## src/rtl/key_rom_loader.sv

```systemverilog
// -----------------------------------------------------------------------------
// key_rom_loader
//
// Fetches a run-time-selectable number of key bytes from a synchronous ROM
// into a packed key array. The RC4 KSA/PRGA datapath downstream consumes
// key_arr once finished is high.
//
// Each byte costs ROM_LATENCY+2 clocks:
//   READ (1) -> WAIT (ROM_LATENCY) -> STORE (1).
// The ROM address walks from BASE_ADDR and wraps modulo 2^ROM_ADDR_W.
//
// Ports:
//   clk        in   system clock, rising edge
//   reset_n    in   asynchronous active-low reset
//   start      in   level load request, sampled only in IDLE and DONE
//   key_len    in   bytes to load (0 or >KEY_LENGTH means KEY_LENGTH),
//                   sampled when start is accepted
//   rom_out    in   ROM read data
//   address    out  registered ROM address
//   key_arr    out  packed loaded key; byte slot b is key_arr[b*ROM_WIDTH +: ROM_WIDTH]
//   finished   out  high while in DONE
//   busy       out  high in READ/WAIT/STORE
//   state_tap  out  current state encoding (IDLE=0 READ=1 WAIT=2 STORE=3 DONE=4)
//   checksum   out  XOR of all bytes stored in the current load
//                   (present only when KEY_ROM_LOADER_CHECKSUM_EN is defined)
//
// Optional feature macro: KEY_ROM_LOADER_CHECKSUM_EN
// -----------------------------------------------------------------------------
module key_rom_loader #(
  parameter int KEY_LENGTH  = 32,
  parameter int ROM_WIDTH   = 8,
  parameter int ROM_ADDR_W  = 5,
  parameter int ROM_LATENCY = 1,
  parameter int BASE_ADDR   = 0,
  parameter int MSB_FIRST   = 1
) (
  input  logic                               clk,
  input  logic                               reset_n,
  input  logic                               start,
  input  logic [$clog2(KEY_LENGTH+1)-1:0]    key_len,
  input  logic [ROM_WIDTH-1:0]               rom_out,
  output logic [ROM_ADDR_W-1:0]              address,
  output logic [KEY_LENGTH*ROM_WIDTH-1:0]    key_arr,
  output logic                               finished,
  output logic                               busy,
  output logic [2:0]                         state_tap
`ifdef KEY_ROM_LOADER_CHECKSUM_EN
  ,
  output logic [ROM_WIDTH-1:0]               checksum
`endif
);

  localparam int LEN_W = $clog2(KEY_LENGTH + 1);
  localparam int CNT_W = (ROM_LATENCY > 1) ? $clog2(ROM_LATENCY) : 1;

  localparam logic [ROM_ADDR_W-1:0] BASE     = ROM_ADDR_W'(BASE_ADDR);
  localparam logic [LEN_W-1:0]      MAX_LEN  = LEN_W'(KEY_LENGTH);
  localparam logic [LEN_W-1:0]      TOP_SLOT = LEN_W'(KEY_LENGTH - 1);
  localparam logic [CNT_W-1:0]      LAST_CNT = CNT_W'(ROM_LATENCY - 1);

  typedef enum logic [2:0] {
    IDLE  = 3'd0,
    READ  = 3'd1,
    WAIT  = 3'd2,
    STORE = 3'd3,
    DONE  = 3'd4
  } state_t;

  state_t            state;
  state_t            state_nxt;
  logic [LEN_W-1:0]  idx;
  logic [LEN_W-1:0]  len;
  logic [CNT_W-1:0]  count;

  logic [LEN_W-1:0]  eff_len;
  logic [LEN_W-1:0]  slot;
  logic              last_byte;

  // Out-of-range requests (0 or more than the array holds) load the full key.
  always_comb begin
    eff_len = key_len;
    if (key_len == '0 || key_len > MAX_LEN) begin
      eff_len = MAX_LEN;
    end
  end

  // Destination slot of the byte being stored.
  always_comb begin
    slot = idx;
    if (MSB_FIRST != 0) begin
      slot = TOP_SLOT - idx;
    end
  end

  assign last_byte = (idx == len - LEN_W'(1));

  // State register.
  always_ff @(posedge clk or negedge reset_n) begin
    if (!reset_n) begin
      state <= IDLE;
    end else begin
      state <= state_nxt;
    end
  end

  // Next-state and status decode.
  always_comb begin
    state_nxt = state;
    finished  = 1'b0;
    busy      = 1'b0;
    unique case (state)
      IDLE: begin
        if (start) begin
          state_nxt = READ;
        end
      end
      READ: begin
        busy      = 1'b1;
        state_nxt = WAIT;
      end
      WAIT: begin
        busy = 1'b1;
        if (count == LAST_CNT) begin
          state_nxt = STORE;
        end
      end
      STORE: begin
        busy      = 1'b1;
        state_nxt = last_byte ? DONE : READ;
      end
      DONE: begin
        finished = 1'b1;
        // Staying here while start is held stops a level request from
        // retriggering; start must drop before the next load.
        if (!start) begin
          state_nxt = IDLE;
        end
      end
      default: begin
        state_nxt = IDLE;
      end
    endcase
  end

  assign state_tap = state;

  // Datapath: address walk, wait counter, byte capture.
  always_ff @(posedge clk or negedge reset_n) begin
    if (!reset_n) begin
      address <= BASE;
      key_arr <= '0;
      idx     <= '0;
      len     <= '0;
      count   <= '0;
    end else begin
      unique case (state)
        IDLE: begin
          if (start) begin
            len     <= eff_len;
            idx     <= '0;
            key_arr <= '0;
            address <= BASE;
          end
        end
        READ: begin
          count <= '0;
        end
        WAIT: begin
          count <= count + CNT_W'(1);
        end
        STORE: begin
          for (int b = 0; b < KEY_LENGTH; b++) begin
            if (LEN_W'(b) == slot) begin
              key_arr[b*ROM_WIDTH +: ROM_WIDTH] <= rom_out;
            end
          end
          // On the last byte idx and address stay put so DONE holds them.
          if (!last_byte) begin
            idx     <= idx + LEN_W'(1);
            address <= address + ROM_ADDR_W'(1);
          end
        end
        default: begin
        end
      endcase
    end
  end

`ifdef KEY_ROM_LOADER_CHECKSUM_EN
  // Running XOR of the bytes captured by the current load.
  always_ff @(posedge clk or negedge reset_n) begin
    if (!reset_n) begin
      checksum <= '0;
    end else if (state == IDLE && start) begin
      checksum <= '0;
    end else if (state == STORE) begin
      checksum <= checksum ^ rom_out;
    end
  end
`else
  // No checksum port or state in this build.
`endif

endmodule

```

## config.mk

```make
export PLATFORM = sky130hd
export DESIGN_NAME = key_rom_loader
export DESIGN_NICKNAME = d
export VERILOG_FILES = /design/src/rtl/key_rom_loader.sv
export SDC_FILE = /design/constraint.sdc
export NUM_CORES = 1
export LEC_CHECK = 0
export CORE_ASPECT_RATIO = 1.2
export CORE_MARGIN = 2
export CORE_UTILIZATION = 45
export CTS_CLUSTER_SIZE = 16
export DETAILED_ROUTE_END_ITERATION = 10
export GPL_ROUTABILITY_DRIVEN = 0
export PLACE_DENSITY = 0.83
export SETUP_SLACK_MARGIN = 0.05
export SLEW_MARGIN = 20
export SYNTH_ARGS = -nofsm -noshare
export SYNTH_HDL_FRONTEND = slang
export SYNTH_SLANG_ARGS = --single-unit
```

## constraint.sdc

```tcl
create_clock -name clk -period 2.7 [get_ports clk]
set_input_delay 0.405 -clock clk [delete_from_list [all_inputs] [get_ports clk]]
set_output_delay 0.405 -clock clk [all_outputs]
set_load 0.005 [all_outputs]
```

* Word-level counts from Yosys, hierarchy flattened *
Cells that the tools add are included.

word-level totals
  bits of input ports = 17
  register bits = 277
  output and inout port bits = 266
  logic and storage cells = 206

operators by class
  equal/unequal tests = 72
  muxes and demuxes = 49
  $add $sub $neg = 5
  reduce and logical (&&, ||, !) cells = 42
  $lt $le $gt $ge = 1

operators with widths
  kind                 count
  $pmux 256 s2         1
  $mux 256             1
  $mux 8               32
  $reduce_and 3->1     34
  $eq 5x6->1 const A   16
  $ne 2x2->1 const B   36
  $eq 4x6->1 const A   8
  $eq 3x6->1 const A   4
  $mux 6               3
  $pmux 3 s5           1
  $eq 2x6->1 const A   2
  $logic_not 6->1      2
  $mux 3               4
  $pmux 6 s2           1
  $mux 5               2
  $pmux 5 s2           1
  $add 6x1->6 const B  1
  $eq 1x6->1 const A   1
  $eq 3x2->1 const B   2
  $eq 6x6->1           1
  $gt 6x6->1 const B   1
  $sub 5x6->6 const A  1
  $sub 6x1->6 const B  1
  $add 5x1->5 const B  1
  10 further kinds     12

* Depth between registers and ports, before layout *
Gate-level depths: netlist of the first run.

  depth after elaboration = 4
  depth in mapped cells = 9
  gate-level depth less buffers = 7

* Worst setup path before layout of the first run *
No wires, ideal clock.

  path kind = register to register
  start point = register len[0]
  end point = register address[3]
  required time = 2631 ps
  cell stages (with the launch flop) = 9
  setup slack = 590 ps
  data arrival time = 2042 ps
  clock period less this slack = 2110 ps
  buffers on the path = 1
  setup time = 69 ps
  cells stage by stage = dfrtp_1 -> inv_1 -> ha_1 -> xor2_1 -> nand2_1 -> or3_1 -> buf_2 -> or4_1 -> nand3_1

between the ends
  longest elaborated chain between the ends = 4

RTL lines
  item                        line  text
  from (decl)                 72    logic [LEN_W-1:0] len;
  from (signal assigned)      159   len <= eff_len;
  $sub 6x1->6                 95    assign last_byte = (idx == len - LEN_W'(1));
  $eq 6x6->1                  95
  $ne 2x2->1 (no line)        --
  $reduce_and 3->1 (no line)  --
  to (signal assigned)        180   address <= address + ROM_ADDR_W'(1);
  to (decl)                   42    output logic [ROM_ADDR_W-1:0] address,

No other way between the ends.
A chain may end at the register's enable or synchronous reset.

* Worst setup path after layout of the first run *
  start point = register state[0] (netlist: state_tap[0])
  end point = output finished

between the ends
  longest elaborated chain between the ends = 2

RTL lines
  item                    line  text
  from (decl)             69    state_t state;
  from (signal assigned)  102   state <= state_nxt;
  $eq 3x3->1              111   unique case (state)
  $mux 1                  111
  to (decl)               44    output logic finished,

No other way between the ends.

==> results of run 1 <==
path summary, 6_finish.rpt:
check,slack (ns),end,from,cells after the start
worst min register to register,0.46,state_tap[1]$_DFFE_PN0P_,state_tap[2]$_DFFE_PN0P_,1
max in group asynchronous,1.52,key_arr[243]$_DFFE_PN0P_,reset_n,3
worst max-delay path,0.32,finished,state_tap[0]$_DFFE_PN0P_,4
min in group clk,0.46,state_tap[1]$_DFFE_PN0P_,state_tap[2]$_DFFE_PN0P_,1
worst min-delay path,0.40,key_arr[97]$_DFFE_PN0P_,reset_n,2
worst max register to register,0.38,address[1]$_DFFE_PN0P_,len[0]$_DFFE_PN0P_,7
timing repair:
action	CTS	global route
resized for setup	0	1
hold buffers	1	0
hold endpoints to repair	60	0
endpoints found under the setup margin	0	32
power breakdown:
| part | total (uW) | switching, uW | leakage, uW | internal, uW |
|---|---|---|---|---|
| clock | 4070 | 1620 | 0.000489 | 2450 |
| combinational | 6920 | 3430 | 0.00246 | 3490 |
| sequential | 6490 | 919 | 0.00373 | 5570 |
area by class of cell:
cell class	count	share of cell area, %
clock buffer	37	5.23
inverter	11	0.272
timing repair buffer	330	21.4
tap	320	2.64
multi-input combinational	665	23.6
clock inverter	13	1.20
sequential	277	45.7
layer usage:
layer | routed length, um | GRT usage, % | vias to the layer above
met5 | 0 | 0 | -
met4 | 1120 | 9.07 | 0
met3 | 2440 | 5.26 | 74
met2 | 16300 | 44.3 | 372
met1 | 12500 | 31.9 | 4288
li1 | - | - | 4044
layout by cell type (no fill, tap or decap), types with 9 or more instances in the layout:
master	netlist	final
clkdlybuf4s50_1	0	281
dfrtp_1	277	277
nand2_1	248	248
o21ai_0	231	231
buf_4	1	42
mux2_2	32	32
clkbuf_16	0	28
a21oi_1	27	22
nor2_1	14	14
and2_1	13	13
inv_1	11	11
nor3_1	9	9
state kept, by name, indices dropped and copies added (netlist names):
register and count:
len 6, state_tap 3, count 1, address 5, idx 6, key_arr 256
worst register-to-register path, cell delays in order, from the launching register on:
cell and delay [ns]:
dfrtp_1 0.41, inv_1 0.08, ha_1 0.32, xor2_1 0.17, nand2_1 0.09, or3_1 0.52
nor3_2 0.43, o22ai_1 0.16
cell families after synthesis:
logic type,after synthesis
AOI/OAI and AO/OA,290
and+or+nand+nor,324
adders and majority gates,6
DFF,277
xor gates and xnor gates,9
muxes,36
buffers and inverters,75
metrics by stage:
stage	worst slack [ns]	utilization, %	power [uW]	instance area, sq um
final	0.323	64.0	17500	15200
after global placement	0.130	59.7	13200	14200
after detailed placement	0.0599	59.7	13400	14200
after CTS	0.0922	63.8	17600	15200
after global routing	0.126	64.0	18500	15200
after floorplan	0.590	-	9170	10800
==> reports/metrics.cfg, run 1 <==
[pwr]
leakage_uw = 0.00668
p_per_area_mw_per_mm2 = 1150
ir_drop_mv = 0.719

[floorplanning]
initial_core_util_pct = 45.4
io_pins = 283
die_w_um = 145
die_h_um = 174
die_area_sq_mm = 0.0252
rows = 62
core_area_sq_mm = 0.0237

[layout]
nNetsFinal = 1336
syn2layout_area_growth_pct = 40.7
layout-drive-gt1-share_pct = 11.3
fillCellCount = 1868
final_cells = 1653
multiInputGateArea_sq_mm = 0.00358
diodes = 0
ff_latch_area_sq_mm = 0.00693

[cts]
cts_num_sinks = 277
cts_max_path_buffers = 3
tritoncts = yes
cts_buffers = 28
post_cts_buffers = 0
insertion_delay_ns = 0.55
clkTransAtPathRegs_ns = 0.06
clockRootBuffer = clkbuf_16
htree_num_levels = 1

[run]
maxCapViolations = 0

[yosys]
async_reset_ff_share_pct = 100
synth-edff-count = 0
synthSimpleGateAreaFrac_pct = 13.1
synth_top_family_by_area = compound AO/OA/AOI/OAI gates
syn_nets = 1040
synthXorXnorAreaFrac_pct = 0.800
synth_common_cells = 277 x dfrtp_1, 248 x nand2_1, 231 x o21ai_0, 43 x clkbuf_1, 32 x mux2_2
synthAdderAreaFrac_pct = 0.696
ys_warn_count = 0
syn_area_sq_mm = 0.0108
yosys.area.top_type_share_pct = 64.3
ys_seq_area_share_pct = 64.3
synth_top_area_cell = dfrtp_1
yosysMostFrequentCell = dfrtp_1
ys_seq_elements = 277
synthFlopType = dfrtp_1
ys_types = 46
synth-compound-area-share_pct = 14.5
syn_inst = 1017
syn_area_per_cell_sq_um = 10.6
synth.area.top_cells = dfrtp_1 64%, o21ai_0 11%, nand2_1 8.6%
synth.area.mux_share_pct = 3.71

[worst_setup_path]
crit_chain = buf_4 > nor2_1 > and2_1 > clkdlybuf4s50_1
critical_path.top_delay_family = buffers and inverters
crit_path_end_kind = output pin
required_ns = 2.30
worst-path-buf-inv = 2
cp_slowest_cell = clkdlybuf4s50_1
path_class = flop to output pin
start_kind = flop
critPathMaxFanout = 7
arrival_ns = 1.97
max_stage_delay_ns = 0.51

[placed_design]
dpl.hpwl_um = 21800
placed_cells = 1602
port_buffers = 282

[timing]
hold_viol = 0
fin_skew_ns = 0.0138
worst_pin_slew_ns = 0.927
fin_crit_sh_pct = 88.0
slew_viol_final = 0
relSlewSlack_pct = 38.2
setup_violations = 0
min_period_ns = 2.38
hold_ws_ns = 0.400
max_freq_ghz = 0.421
rsz0062_at_grt = no
tns_ns = 0

[global_routing]
grt_use_total_pct = 25.6
overflow = 0
grt_pass1_wl_um = 51100
antenna_found_initial = 0
grt_pass1_vias = 8857
grt_max_degree = 73

[routing]
firstDrtPassIters = 5
drt_iter0_drc = 473
wire_per_inst_um = 19.6
routed-via-count = 8778
route.detailed.drc = 0
finalWirelength_um = 32300
viasPerCell = 5.31
drtAntennaViolNets = 0

[min_path]
hold_class = input pin to asynchronous set/reset pin

[outcome]
status = completed

Power figures use the tool's default switching activity.
==> run 2: changes to the inputs <==
--- a/config.mk
+++ b/config.mk
@@ -5,13 +5,15 @@
 export SDC_FILE = /design/constraint.sdc
 export NUM_CORES = 1
 export LEC_CHECK = 0
+export CELL_PAD_IN_SITES_DETAIL_PLACEMENT = 0
+export CELL_PAD_IN_SITES_GLOBAL_PLACEMENT = 2
 export CORE_ASPECT_RATIO = 1.2
 export CORE_MARGIN = 2
-export CORE_UTILIZATION = 45
+export CORE_UTILIZATION = 30
 export CTS_CLUSTER_SIZE = 16
 export DETAILED_ROUTE_END_ITERATION = 10
 export GPL_ROUTABILITY_DRIVEN = 0
-export PLACE_DENSITY = 0.83
+export PLACE_DENSITY = 0.87
 export SETUP_SLACK_MARGIN = 0.05
 export SLEW_MARGIN = 20
 export SYNTH_ARGS = -nofsm -noshare
==> constraint.sdc (replaced) <==
create_clock -name clk -period 2.7 [get_ports clk]
set_input_delay 0.405 -clock clk [delete_from_list [all_inputs] [get_ports clk]]
set_output_delay 0.405 -clock clk [all_outputs]
set_load 0.01 [all_outputs]
==> run 2 against run 1 <==
Effect of this change: final cell count increased by 8.6%; flip-flop and latch count unchanged; critical endpoint is now key_arr[98]$_DFFE_PN0P_; critical path depth increased by 1; highest routed layer unchanged; clock skew decreased by 0.0050 ns; combinational power increased by 6.6%; worst hold slack improved by 0.062 ns; die area increased by 49%; design area increased by 1.3%; wire length increased by 5.8%; largest cell class unchanged.
==> reports/metrics.cfg, run 2 (same netlist as run 1, synthesis figures left out) <==
[outcome]
status = completed

[global_routing]
grt_pass1_wl_um = 52300
grt_use_total_pct = 18.3
grt_pass1_vias = 8423
grt_max_degree = 98
antenna_found_initial = 1
overflow = 0

[floorplanning]
die_h_um = 212
rows = 76
die_area_sq_mm = 0.0375
core_area_sq_mm = 0.0357
initial_core_util_pct = 30.3
die_w_um = 177
io_pins = 283

[layout]
layout-drive-gt1-share_pct = 11.0
largest_register = key_arr
layout_common_cells = 281 x clkdlybuf4s50_1, 277 x dfrtp_1, 248 x nand2_1
nNetsFinal = 1327
top_regs = key_arr x256, idx x6, len x6
fillCellCount = 3461
utilization_pct = 43.1
diodes = 0
largest_reg_flops = 256
syn2layout_area_growth_pct = 42.6
final_area_sq_mm = 0.0154
final_common_cell = clkdlybuf4s50_1

[routing]
viasPerCell = 4.68
route.detailed.drc = 0
routed-via-count = 8392
drtAntennaViolNets = 0
drt_iter0_drc = 445
firstDrtPassIters = 4
wire_per_inst_um = 19.1
finalWirelength_um = 34200

[cts]
cts_num_sinks = 277
clockRootBuffer = clkbuf_16
insertion_delay_ns = 0.55
cts_max_path_buffers = 3
clkTransAtPathRegs_ns = 0.06
cts_buffers = 29
post_cts_buffers = 0
htree_num_levels = 1
tritoncts = yes

[min_path]
worstHoldStart = key_len[4]
whs_path_depth = 3
hold_class = input pin to flop

[timing]
fin_skew_ns = 0.00875
worst_pin_slew_ns = 1.07
relSlewSlack_pct = 28.4
fin_crit_sh_pct = 90.4
min_period_ns = 2.44
hold_viol = 0
setup_violations = 0
max_freq_ghz = 0.410
slew_viol_final = 0
rsz0062_at_grt = no

[placed_design]
dpl.hpwl_um = 23900
placed_area_sq_mm = 0.0143
port_buffers = 282

[pwr]
power.total_uw = 18100
leakage_uw = 0.00665
ir_drop_mv = 0.548
p_per_area_mw_per_mm2 = 1170

[worst_setup_path]
crit_path_end_kind = flop
critPathMaxFanout = 8
r2r_start = idx[4]$_DFFE_PN0P_
arrival_ns = 2.88
r2r_slack_ns = 0.26
r2r_cells = 5
start_kind = flop
required_ns = 3.14
startpoint = idx[4]$_DFFE_PN0P_
path_class = flop to flop

[run]
maxCapViolations = 0

==> run 2: cell type report <==
class / count / area [sq um] / area share (%)
clock inverter: 12 / 193 / 1.25
timing repair buffer: 320 / 3180 / 20.7
multi-input combinational: 665 / 3630 / 23.6
sequential: 277 / 6930 / 45.1
clock buffer: 42 / 825 / 5.36
tap: 468 / 586 / 3.81
inverter: 11 / 41.3 / 0.268
==> run 2: worst max-delay path: stages (launching register included) <==
cell and delay [ns]:
dfrtp_1 0.50, inv_1 0.21, nor2_1 0.56, and2_1 0.48
a21oi_4 0.21, mux2_2 0.36
==> run 2: through the flow <==
stage / setup WS [ns] / hold WS, ns / instances / TNS, ns
CTS: 0.0659 / 0.429 / 1795 / 0
detailed placement: 0.109 / 0.469 / 1740 / 0
finish: 0.259 / 0.462 / 1795 / 0
floorplan: 0.590 / 0.109 / 1017 / 0
global route: 0.131 / 0.470 / 1795 / 0
global placement: -0.106 / 0.461 / 1740 / -1.71
==> run 2: routing by layer <==
layer / track usage, % / share of wire (%) / vias to the layer above
met4: 6.70 / 3.4 / 0
li1: - / - / 4035
met1: 23.6 / 42 / 4030
met3: 3.61 / 6.4 / 59
met5: 0 / 0 / -
met2: 30.4 / 48 / 268
==> run 2: worst paths after layout <==
check | end
max | key_arr[98]$_DFFE_PN0P_
min | len[4]$_DFFE_PN0P_
max reg2reg | key_arr[98]$_DFFE_PN0P_
min reg2reg | key_arr[209]$_DFFE_PN0P_
max in group asynchronous | key_arr[51]$_DFFE_PN0P_
min in group asynchronous | key_arr[67]$_DFFE_PN0P_
==> run 2: timing repair <==
action,in CTS,in global routing
hold buffers,1,0
setup endpoints to repair,0,43
endpoints found under the hold margin,87,0
resized for setup,0,4
==> run 2: power by group <==
| group | switching, uW | internal (uW) | total, uW |
|---|---|---|---|
| clock network | 1640 | 2600 | 4240 |
| registers | 889 | 5560 | 6450 |
| logic | 3950 | 3430 | 7380 |
| total | 6480 | 11600 | 18100 |
